==> src/rtl/kypd_key_event_ctrl.sv <==
// Keypad key-event sequencer: qualifies presses/releases, optional typematic repeat
// (compile with KYPD_AUTO_REPEAT_EN), and queues events in a small FWFT FIFO.
module kypd_key_event_ctrl #(
    parameter real ClockFrequencyInMHz = 100.0,
    parameter real QualifyTimeInMs     = 5.0,
    parameter real RepeatDelayInMs     = 500.0,
    parameter real RepeatPeriodInMs    = 100.0,
    parameter int  FifoDepth           = 4
) (
    input  logic                         clk_i,
    input  logic                         reset_i,
    input  logic [3:0]                   key_code_i,
    input  logic                         key_active_i,
    output logic [3:0]                   evt_code_o,
    output logic                         evt_repeat_o,
    output logic                         evt_valid_o,
    input  logic                         evt_ready_i,
    output logic [$clog2(FifoDepth):0]   fifo_level_o,
    output logic                         overflow_o,
    input  logic                         overflow_clr_i
);

    localparam int Q_RAW = $rtoi(ClockFrequencyInMHz * 1000.0 * QualifyTimeInMs + 0.5);
    localparam int D_RAW = $rtoi(ClockFrequencyInMHz * 1000.0 * RepeatDelayInMs + 0.5);
    localparam int P_RAW = $rtoi(ClockFrequencyInMHz * 1000.0 * RepeatPeriodInMs + 0.5);
    localparam int Q     = (Q_RAW < 1) ? 1 : Q_RAW;
    localparam int D     = (D_RAW < 1) ? 1 : D_RAW;
    localparam int P     = (P_RAW < 1) ? 1 : P_RAW;
    localparam int MAX_QD = (Q > D) ? Q : D;
    localparam int MAXC   = (MAX_QD > P) ? MAX_QD : P;
    localparam int CW     = $clog2(MAXC + 1);
    localparam int AW     = $clog2(FifoDepth);

    localparam logic [CW-1:0] Q_LAST = CW'(Q - 1);
`ifdef KYPD_AUTO_REPEAT_EN
    localparam logic [CW-1:0] D_LAST = CW'(D - 1);
    localparam logic [CW-1:0] P_LAST = CW'(P - 1);
`endif

    typedef enum logic [2:0] {
        ST_IDLE    = 3'd0,
        ST_QUALIFY = 3'd1,
        ST_HELD    = 3'd2,
`ifdef KYPD_AUTO_REPEAT_EN
        ST_REPEAT  = 3'd3,
`endif
        ST_RELEASE = 3'd4
    } state_t;

    state_t          r_state;
    state_t          w_state_next;
    logic [CW-1:0]   r_timer;
    logic [3:0]      r_cand;
    logic            w_match;
    logic            w_timer_clr;
    logic            w_latch;
    logic            w_push;
    logic            w_push_rep;

    assign w_match = key_active_i && (key_code_i == r_cand);

    always_ff @(posedge clk_i or posedge reset_i) begin
        if (reset_i) begin
            r_state <= ST_IDLE;
            r_timer <= '0;
            r_cand  <= 4'h0;
        end else begin
            r_state <= w_state_next;
            // The shared timer restarts on every state change and on explicit clears.
            if ((w_state_next != r_state) || w_timer_clr)
                r_timer <= '0;
            else
                r_timer <= r_timer + 1'b1;
            if (w_latch)
                r_cand <= key_code_i;
        end
    end

    always_comb begin
        w_state_next = r_state;
        w_timer_clr  = 1'b0;
        w_latch      = 1'b0;
        w_push       = 1'b0;
        w_push_rep   = 1'b0;
        case (r_state)
            ST_IDLE: begin
                w_timer_clr = 1'b1;
                if (key_active_i) begin
                    w_latch      = 1'b1;
                    w_state_next = ST_QUALIFY;
                end
            end
            ST_QUALIFY: begin
                if (!w_match) begin
                    w_state_next = ST_IDLE;
                end else if (r_timer == Q_LAST) begin
                    w_push       = 1'b1;
                    w_state_next = ST_HELD;
                end
            end
            ST_HELD: begin
                if (!w_match) begin
                    w_state_next = ST_RELEASE;
`ifdef KYPD_AUTO_REPEAT_EN
                end else if (r_timer == D_LAST) begin
                    w_push       = 1'b1;
                    w_push_rep   = 1'b1;
                    w_state_next = ST_REPEAT;
                end
`else
                end else begin
                    w_timer_clr = 1'b1;
                end
`endif
            end
`ifdef KYPD_AUTO_REPEAT_EN
            ST_REPEAT: begin
                if (!w_match) begin
                    w_state_next = ST_RELEASE;
                end else if (r_timer == P_LAST) begin
                    w_push      = 1'b1;
                    w_push_rep  = 1'b1;
                    w_timer_clr = 1'b1;
                end
            end
`endif
            ST_RELEASE: begin
                // Any activity (even a different key) restarts the quiet window.
                if (key_active_i)
                    w_timer_clr = 1'b1;
                else if (r_timer == Q_LAST)
                    w_state_next = ST_IDLE;
            end
            default: begin
                w_state_next = ST_IDLE;
            end
        endcase
    end

    logic [3:0]      r_mem_code [FifoDepth];
`ifdef KYPD_AUTO_REPEAT_EN
    logic            r_mem_rep  [FifoDepth];
`endif
    logic [AW-1:0]   r_wr_ptr;
    logic [AW-1:0]   r_rd_ptr;
    logic [AW:0]     r_count;
    logic            r_overflow;
    logic            w_full;
    logic            w_valid;
    logic            w_pop;
    logic            w_wr;
    logic            w_drop;

    assign w_full  = (r_count == (AW+1)'(FifoDepth));
    assign w_valid = (r_count != '0);
    assign w_pop   = w_valid && evt_ready_i;
    // A full FIFO still accepts a push when the head leaves in the same cycle.
    assign w_wr    = w_push && (!w_full || w_pop);
    assign w_drop  = w_push && w_full && !w_pop;

    always_ff @(posedge clk_i) begin
        if (w_wr) begin
            r_mem_code[r_wr_ptr] <= r_cand;
`ifdef KYPD_AUTO_REPEAT_EN
            r_mem_rep[r_wr_ptr]  <= w_push_rep;
`endif
        end
    end

    always_ff @(posedge clk_i or posedge reset_i) begin
        if (reset_i) begin
            r_wr_ptr   <= '0;
            r_rd_ptr   <= '0;
            r_count    <= '0;
            r_overflow <= 1'b0;
        end else begin
            if (w_wr)
                r_wr_ptr <= r_wr_ptr + 1'b1;
            if (w_pop)
                r_rd_ptr <= r_rd_ptr + 1'b1;
            case ({w_wr, w_pop})
                2'b10:   r_count <= r_count + 1'b1;
                2'b01:   r_count <= r_count - 1'b1;
                default: r_count <= r_count;
            endcase
            if (w_drop)
                r_overflow <= 1'b1;
            else if (overflow_clr_i)
                r_overflow <= 1'b0;
        end
    end

    assign evt_valid_o  = w_valid;
    assign evt_code_o   = w_valid ? r_mem_code[r_rd_ptr] : 4'h0;
`ifdef KYPD_AUTO_REPEAT_EN
    assign evt_repeat_o = w_valid ? r_mem_rep[r_rd_ptr] : 1'b0;
`else
    assign evt_repeat_o = 1'b0;
`endif
    assign fifo_level_o = r_count;
    assign overflow_o   = r_overflow;

endmodule

==> config.mk <==
export PLATFORM = sky130hd
export DESIGN_NAME = kypd_key_event_ctrl
export DESIGN_NICKNAME = d
export VERILOG_FILES = /design/src/rtl/kypd_key_event_ctrl.sv
export SDC_FILE = /design/constraint.sdc
export NUM_CORES = 1
export LEC_CHECK = 0
export ABC_AREA = 1
export CAP_MARGIN = 20
export CORE_UTILIZATION = 37
export CTS_CLUSTER_SIZE = 30
export DETAILED_ROUTE_END_ITERATION = 6
export GPL_ROUTABILITY_DRIVEN = 0
export PLACE_DENSITY = 0.55
export SLEW_MARGIN = 30
export SYNTH_ARGS = -nofsm -noshare
export SYNTH_HDL_FRONTEND = slang
export SYNTH_SLANG_ARGS = --single-unit
==> constraint.sdc <==
create_clock -name clk_i -period 2.15 [get_ports clk_i]
set_input_delay 0.43 -clock clk_i [delete_from_list [all_inputs] [get_ports clk_i]]
set_output_delay 0.43 -clock clk_i [all_outputs]
set_load 0.01 [all_outputs]
# Yosys cells after proc, flatten, opt, wreduce, memory -nomap -nowiden
# Memories as Yosys holds them, arrays and structs flattened.
# Cells that the tools add are included.
# Widths: inputs -> output; s select.
[word_totals]
register_bits = 41
ramBits = 16
out_inout_bits = 10
elab_cells = 56
n_memories = 1
[classes]
add_sub_neg = 5
eq_ne = 9
muxes = 21
n_reduce_logical = 13
[memory_table]
columns = ["name", "depth", "width", "rd", "rd_ports_with_merged_regs", "wr", "line_no", "rtl"]
rows = [
  ["r_mem_code", 4, 4, 1, 0, 1, "140", "logic [3:0] r_mem_code [FifoDepth];"],
]
[ops]
columns = ["op", "count"]
rows = [
  ["$add 26x1->26 const B", 1],
  ["$eq 26x19->1 const B", 1],
  ["$mux 26", 1],
  ["$mux 3", 6],
  ["$pmux 3 s4", 1],
  ["$mux 1", 10],
  ["$eq 3x3->1 const B", 2],
  ["$pmux 3 s2", 1],
  ["$logic_and 1x1->1", 5],
  ["$add 2x1->2 const B", 2],
  ["$eq 4x4->1", 1],
  ["$mux 4", 1],
  ["$reduce_bool 2->1", 2],
  ["$add 3x1->3 const B", 1],
  ["$eq 3x1->1 const B", 1],
  ["$eq 3x2->1 const B", 1],
  ["$logic_not 3->1", 1],
  ["$ne 3x3->1", 1],
  ["$pmux 1 s3", 1],
  ["$reduce_bool 3->1", 1],
  ["$sub 3x1->3 const B", 1],
  ["$eq 2x1->1 const B", 1],
  ["$eq 2x2->1 const B", 1],
  ["$logic_not 1->1", 2],
  ["$logic_or 1x1->1", 2],
]

# Logic depth before layout (Yosys ltp)
[depth]
depth_word = 7
depth_mapped = 16
mapped_depth_nobuf = 16

# Worst setup path before layout
# Ideal clock, no wire load.
[synth_path]
kind = "reg-to-reg"
from = "register r_timer[0]"
to = "register r_count[2], in the netlist fifo_level_o[2]"
setup_time_ns = 0.113
arrival_time_ns = 1.950
t_required_ns = 2.037
setup_slack_ns = 0.087
stages_incl_launch_ff = 15
path_buffers = 0
period_less_slack_ns = 2.063
cell_sequence = "dfrtp_1 -> ha_1 -> nand3_1 -> nor2_1 -> nand2_1 -> inv_1 -> nand2_2 -> nand2_1 -> fa_1 -> inv_1 -> nand4_1 -> nand2_1 -> nand2_1 -> nand2_1 -> inv_1"
[synth_via]
elab_chain_cells = 7
elab_cells_between_ends = 9
classes_between = "3 x eq/ne; 4 x mux; 2 x reduce/logical"
[synth_lines]
columns = ["element", "line_no", "rtl"]
rows = [
  ["start, declared", "52", "logic [CW-1:0] r_timer;"],
  ["start signal, assigned", "73", "r_timer <= r_timer + 1'b1;"],
  ["$eq 26x19->1 *", "96", "end else if (r_timer == Q_LAST) begin"],
  ["$mux 1 *", "96", ""],
  ["$mux 1 *", "94", "if (!w_match) begin"],
  ["$mux 1 *", "85", "case (r_state)"],
  ["$logic_and 1x1->1 *", "158", "assign w_wr = w_push && (!w_full || w_pop);"],
  ["$eq 2x1->1 or $eq 2x2->1 (tied branches)", "181", "case ({w_wr, w_pop})"],
  ["$pmux 3 s2 or $reduce_bool 2->1 (tied branches)", "-", ""],
  ["end signal, assigned", "182", "2'b10: r_count <= r_count + 1'b1;"],
  ["end signal, assigned", "183", "2'b01: r_count <= r_count - 1'b1;"],
  ["end signal, assigned", "184", "default: r_count <= r_count;"],
  ["end, declared", "146", "logic [AW:0] r_count;"],
]
# Every way passes the cells marked *; elsewhere a longest branch is shown, timed or not.
# A chain may end at the register's enable or synchronous reset.

# Worst setup path in the final report
[layout_path]
from = "input key_code_i[2]"
to = "register r_count[1], in the netlist fifo_level_o[1]"
[layout_via]
elab_chain_cells = 7
elab_cells_between_ends = 9
classes_between = "3 x eq/ne; 3 x mux; 3 x reduce/logical"
[layout_lines]
columns = ["element", "line_no", "rtl"]
rows = [
  ["start, declared", "12", "input logic [3:0] key_code_i,"],
  ["$eq 4x4->1 *", "60", "assign w_match = key_active_i && (key_code_i == r_cand);"],
  ["$logic_and 1x1->1 *", "60", ""],
  ["$mux 1 *", "94", ""],
  ["$mux 1 *", "85", ""],
  ["$logic_and 1x1->1 *", "158", ""],
  ["$eq 2x1->1 or $eq 2x2->1 (tied branches)", "181", ""],
  ["$pmux 3 s2 or $reduce_bool 2->1 (tied branches)", "-", ""],
]
# Marked as above.

==> run summary <==
The run finished with clean final reports. STA puts the critical path data arrival time at 2.24 ns. Setup repair after global routing left no endpoint under its margin. Number of search-and-repair iterations in the first detailed-routing pass: 4. Detailed routing inserted a total of 2446 vias. After synthesis the netlist holds a flip-flop and latch count of 57. The number of cells traversed by the worst register-to-register path came out at 14.

The critical path goes through clkdlybuf4s50_1 -> inv_1 -> nand2_1 -> nand2_1 -> nor2_2 -> nand3_2 -> nor2_4 -> nand2_2 -> nand2_2 -> fa_2 -> inv_1 -> nand2_1 -> o21ai_0. Measured along the x axis, the die boundary spans 94.9 microns. The pre-CTS setup slack is -0.236 ns, and the final critical delay including setup and external delays is 1.98 ns. The total internal power is 2140 uW. The first global-routing pass estimated 10900 microns of wire. The repair_antennas step left the layout with diodes totalling 0. Setup violations remaining at the end of the flow were counted as 0. Worst reg2reg path endpoint: fifo_level_o[2]. The startpoint identified for the worst register-to-register timing path is r_timer[1]. In the routed design, unresolved DRC markers number 0.

The number of sinks handled by clock tree synthesis is 57. The run gives 0.00151 sq mm as the combined flip-flop and latch cell area. The run gives 0 as the number of setup buffers added after CTS. The layout cell share with drive strength beyond 1 works out to 18.1%.

The largest area contributor in the synthesized netlist is sky130_fd_sc_hd__dfrtp_1. 19 I/O pins were placed. Number of input and output port buffers inserted: 17. The via count normalized by instance count was 4.57; the clock transition at the registers of the reported paths was 0.07 ns. Most common library cell in the layout ignoring fill and taps: sky130_fd_sc_hd__nand2_1.

The run gives 0 as the number of antenna-violating nets in the routed design. The largest stage delay on the critical path was 0.51 ns. The clock arrives with 0.00599 ns of skew.

For the number of global-route vias before repair, the log shows 2344. The maximum fanout along the worst path came out at 3. Counting the buffers created by CTS gives 9. The share of the clock period used by the worst path is 92.3%. The H-tree depth came out at 3. The category of the most critical setup path is primary input to flop. The share of the Yosys chip area taken by registers is 47.2%. In this run the core area contains 33 standard-cell rows. For this run the aggregate overflow at the end of global routing stands at 0.

In this run the deepest clock path goes through 2 buffers. The count of endpoints failing hold in the final timing report came out at 0. Entering global routing, the biggest net connects 42 pins. The area added between synthesis and finish works out to 21.5%. Counting every net in the synthesized netlist gives 392. The final critical-path setup slack is 0.166 ns.

The number of max-slew violations in the final report came out at 0. The tools report the initial standard-cell utilization of the core as 38.5%. In this run the register-to-register setup slack is 0.20 ns.

STA classifies the critical path startpoint as a primary input. The top cell types in the final layout, fill and taps aside, are sky130_fd_sc_hd__nand2_1, sky130_fd_sc_hd__inv_1, sky130_fd_sc_hd__nor2_1. Summing every instance area after synthesis gives 0.00319 sq mm.

At the worst endpoint, the required time is 2.41 ns. After synthesis, the mean cell area works out to 8.47 sq um. The average wire per cell in the routed design came out at 11.7 microns.

The tools report the endpoint class of the critical path as a flop. Portion of total power attributed to sequential cells: 44.7%. The total of warnings raised by yosys is 0.

Global routing used 16.2% of the available tracks across all layers. Clock latency on the worst-skew pair, taken at its later pin, is 0.34 ns. The class of the tightest hold or removal check is primary input to asynchronous set/reset pin. For the area enclosed by the die boundary, the log shows 0.00901 sq mm.

Dividing total power by cell area gives a power density of 806 mW/mm^2. The net count of the finished layout is 440. The region available for standard cell placement spans 0.00830 sq mm. In this design, the critical path's most frequently occurring cell is sky130_fd_sc_hd__nand2_1.

The max capacitance violation total came out at 0. Summed over its instances, the top area cell type makes up 32.1% of the synthesized netlist area. Combinational logic is responsible for 24.7% of the overall power.

For the post-synthesis cell type count, the log shows 29. The utilization after layout came out at 46.8%. The logs give 0.000303 V for the worst IR drop on VDD and 986 uW for the switching power summed over all nets. For the initial antenna violation count, the log shows 0. Slowest stage cell on the critical path: sky130_fd_sc_hd__clkdlybuf4s50_1. The total length of routed wires is 6260 microns, and the area of the multi-input gates is 0.00141 sq mm. The final HPWL from detailed placement was 4690 microns; the relative slew slack was 64.8%. The floorplan die height was 94.9 microns. TritonCTS built the clock tree. The switching part of the total is 31.5%. Synthesis handed over a netlist of 377 instances. The clock network accounts for 30.5% of the total power. In this run the clock root is driven by a sky130_fd_sc_hd__clkbuf_8.

In this run the static leakage power is 0.00163 uW. The highest clock frequency the design can meet was 504 MHz. By area the synthesized netlist is led by sky130_fd_sc_hd__dfrtp_1, sky130_fd_sc_hd__edfxtp_1, sky130_fd_sc_hd__nand2_1. The slew at the pin with the worst max-slew slack works out to 0.523 ns.

The filler cell count was 786. The first routing iteration left 87 violations.
==> repair_timing <==
item                       4_1_cts  5_1_grt
setup endpoints to repair        4        1
resized for setup                8        3
hold endpoints to repair         0        0
hold buffers                     0        0
pin swaps                        0        0
==> final cells by class <==
cell class	instances	area share, %
multi-input combinational	250	36.3
clock inverter	6	1.52
tap	105	3.39
sequential	57	38.9
clock buffer	10	3.29
timing repair buffer	41	10.2
inverter	66	6.45
==> registers in the layout, indices dropped and copies added, names as in the netlist <==
signal and cells:
r_cand 4, r_rd_ptr 2, fifo_level_o 3, r_state 3
r_timer 26, r_mem_code 16, r_wr_ptr 2, overflow_o 1
==> Yosys cell counts <==
library cell	count
sky130_fd_sc_hd__dfrtp_1	41
sky130_fd_sc_hd__nor2_2	12
sky130_fd_sc_hd__nand4_1	8
sky130_fd_sc_hd__nand3_2	1
sky130_fd_sc_hd__buf_12	1
sky130_fd_sc_hd__xor2_1	24
sky130_fd_sc_hd__nor2_4	12
sky130_fd_sc_hd__buf_6	1
sky130_fd_sc_hd__buf_4	1
sky130_fd_sc_hd__edfxtp_1	16
sky130_fd_sc_hd__ha_1	5
sky130_fd_sc_hd__a21oi_1	4
sky130_fd_sc_hd__nand2_1	67
sky130_fd_sc_hd__inv_2	1
sky130_fd_sc_hd__nor3_1	11
sky130_fd_sc_hd__xnor2_1	2
sky130_fd_sc_hd__fa_1	1
sky130_fd_sc_hd__nor2_1	58
sky130_fd_sc_hd__nor4_1	4
sky130_fd_sc_hd__o21ai_2	1
sky130_fd_sc_hd__nand3_1	14
sky130_fd_sc_hd__o21ai_0	17
sky130_fd_sc_hd__nor3_2	4
sky130_fd_sc_hd__conb_1	1
sky130_fd_sc_hd__o22ai_1	1
sky130_fd_sc_hd__inv_1	65
sky130_fd_sc_hd__clkbuf_1	1
sky130_fd_sc_hd__nand2_2	2
sky130_fd_sc_hd__nand4_4	1
==> worst max-delay path, delay by kind of cell <==
family,cells,cell delay (ns)
fa+ha+maj,1,0.43
buf+inv,3,0.62
simple gates,8,0.71
compound gates,1,0.06
==> worst max path at each step <==
stage	from	endpoint	slack, ns	cells past startpoint
floorplan	r_timer[0]	fifo_level_o[2]	0.09	14
global placement	key_code_i[0]	fifo_level_o[2]	-0.17	15
global route	r_timer[1]	fifo_level_o[2]	0.007	14
CTS	r_timer[1]	fifo_level_o[2]	0.07	14
detailed placement	key_code_i[0]	fifo_level_o[2]	-0.24	15
finish	key_code_i[2]	fifo_level_o[1]	0.17	13
==> cell families (layout without fill, tap and decap cells) <==
family	after synthesis	after routing	share of synthesized area [%]
buffers and inverters	70	123	9.09
adder cells (fa/ha/maj)	6	6	2.59
AO/OA/AOI/OAI	23	23	3.76
other	1	1	0.117
flip-flops	57	57	47.2
XOR/XNOR	26	26	7.13
AND/OR/NAND/NOR	194	194	30.2
==> power by group through the flow <==
| stage | Combinational (uW) | Sequential, uW | Clock (uW) |
|---|---|---|---|
| floorplan | 484 | 1360 | 0 |
| global placement | 810 | 1420 | 0 |
| detailed placement | 822 | 1420 | 0 |
| CTS | 783 | 1400 | 989 |
| global route | 902 | 1430 | 1030 |
| finish | 773 | 1400 | 955 |
==> routing by layer <==
layer | track usage [%] | wire length [microns]
met4 | 6.06 | 109
met5 | 0 | 0
met1 | 23.0 | 3240
met2 | 23.3 | 2670
met3 | 4.75 | 244
==> through the flow <==
stage               instance area (sq um)  std cells  power [uW]  setup TNS, ns  hold WS [ns]
floorplan                            3190        377        1850              0         0.454
CTS                                  3870        535        3180              0         0.428
detailed placement                   3680        519        2240          -2.48         0.523
global route                         3880        535        3360              0         0.477
global placement                     3680        519        2220          -1.72         0.519
finish                               3880        535        3130              0         0.429
Note: power is estimated with default switching activity, not from simulation.
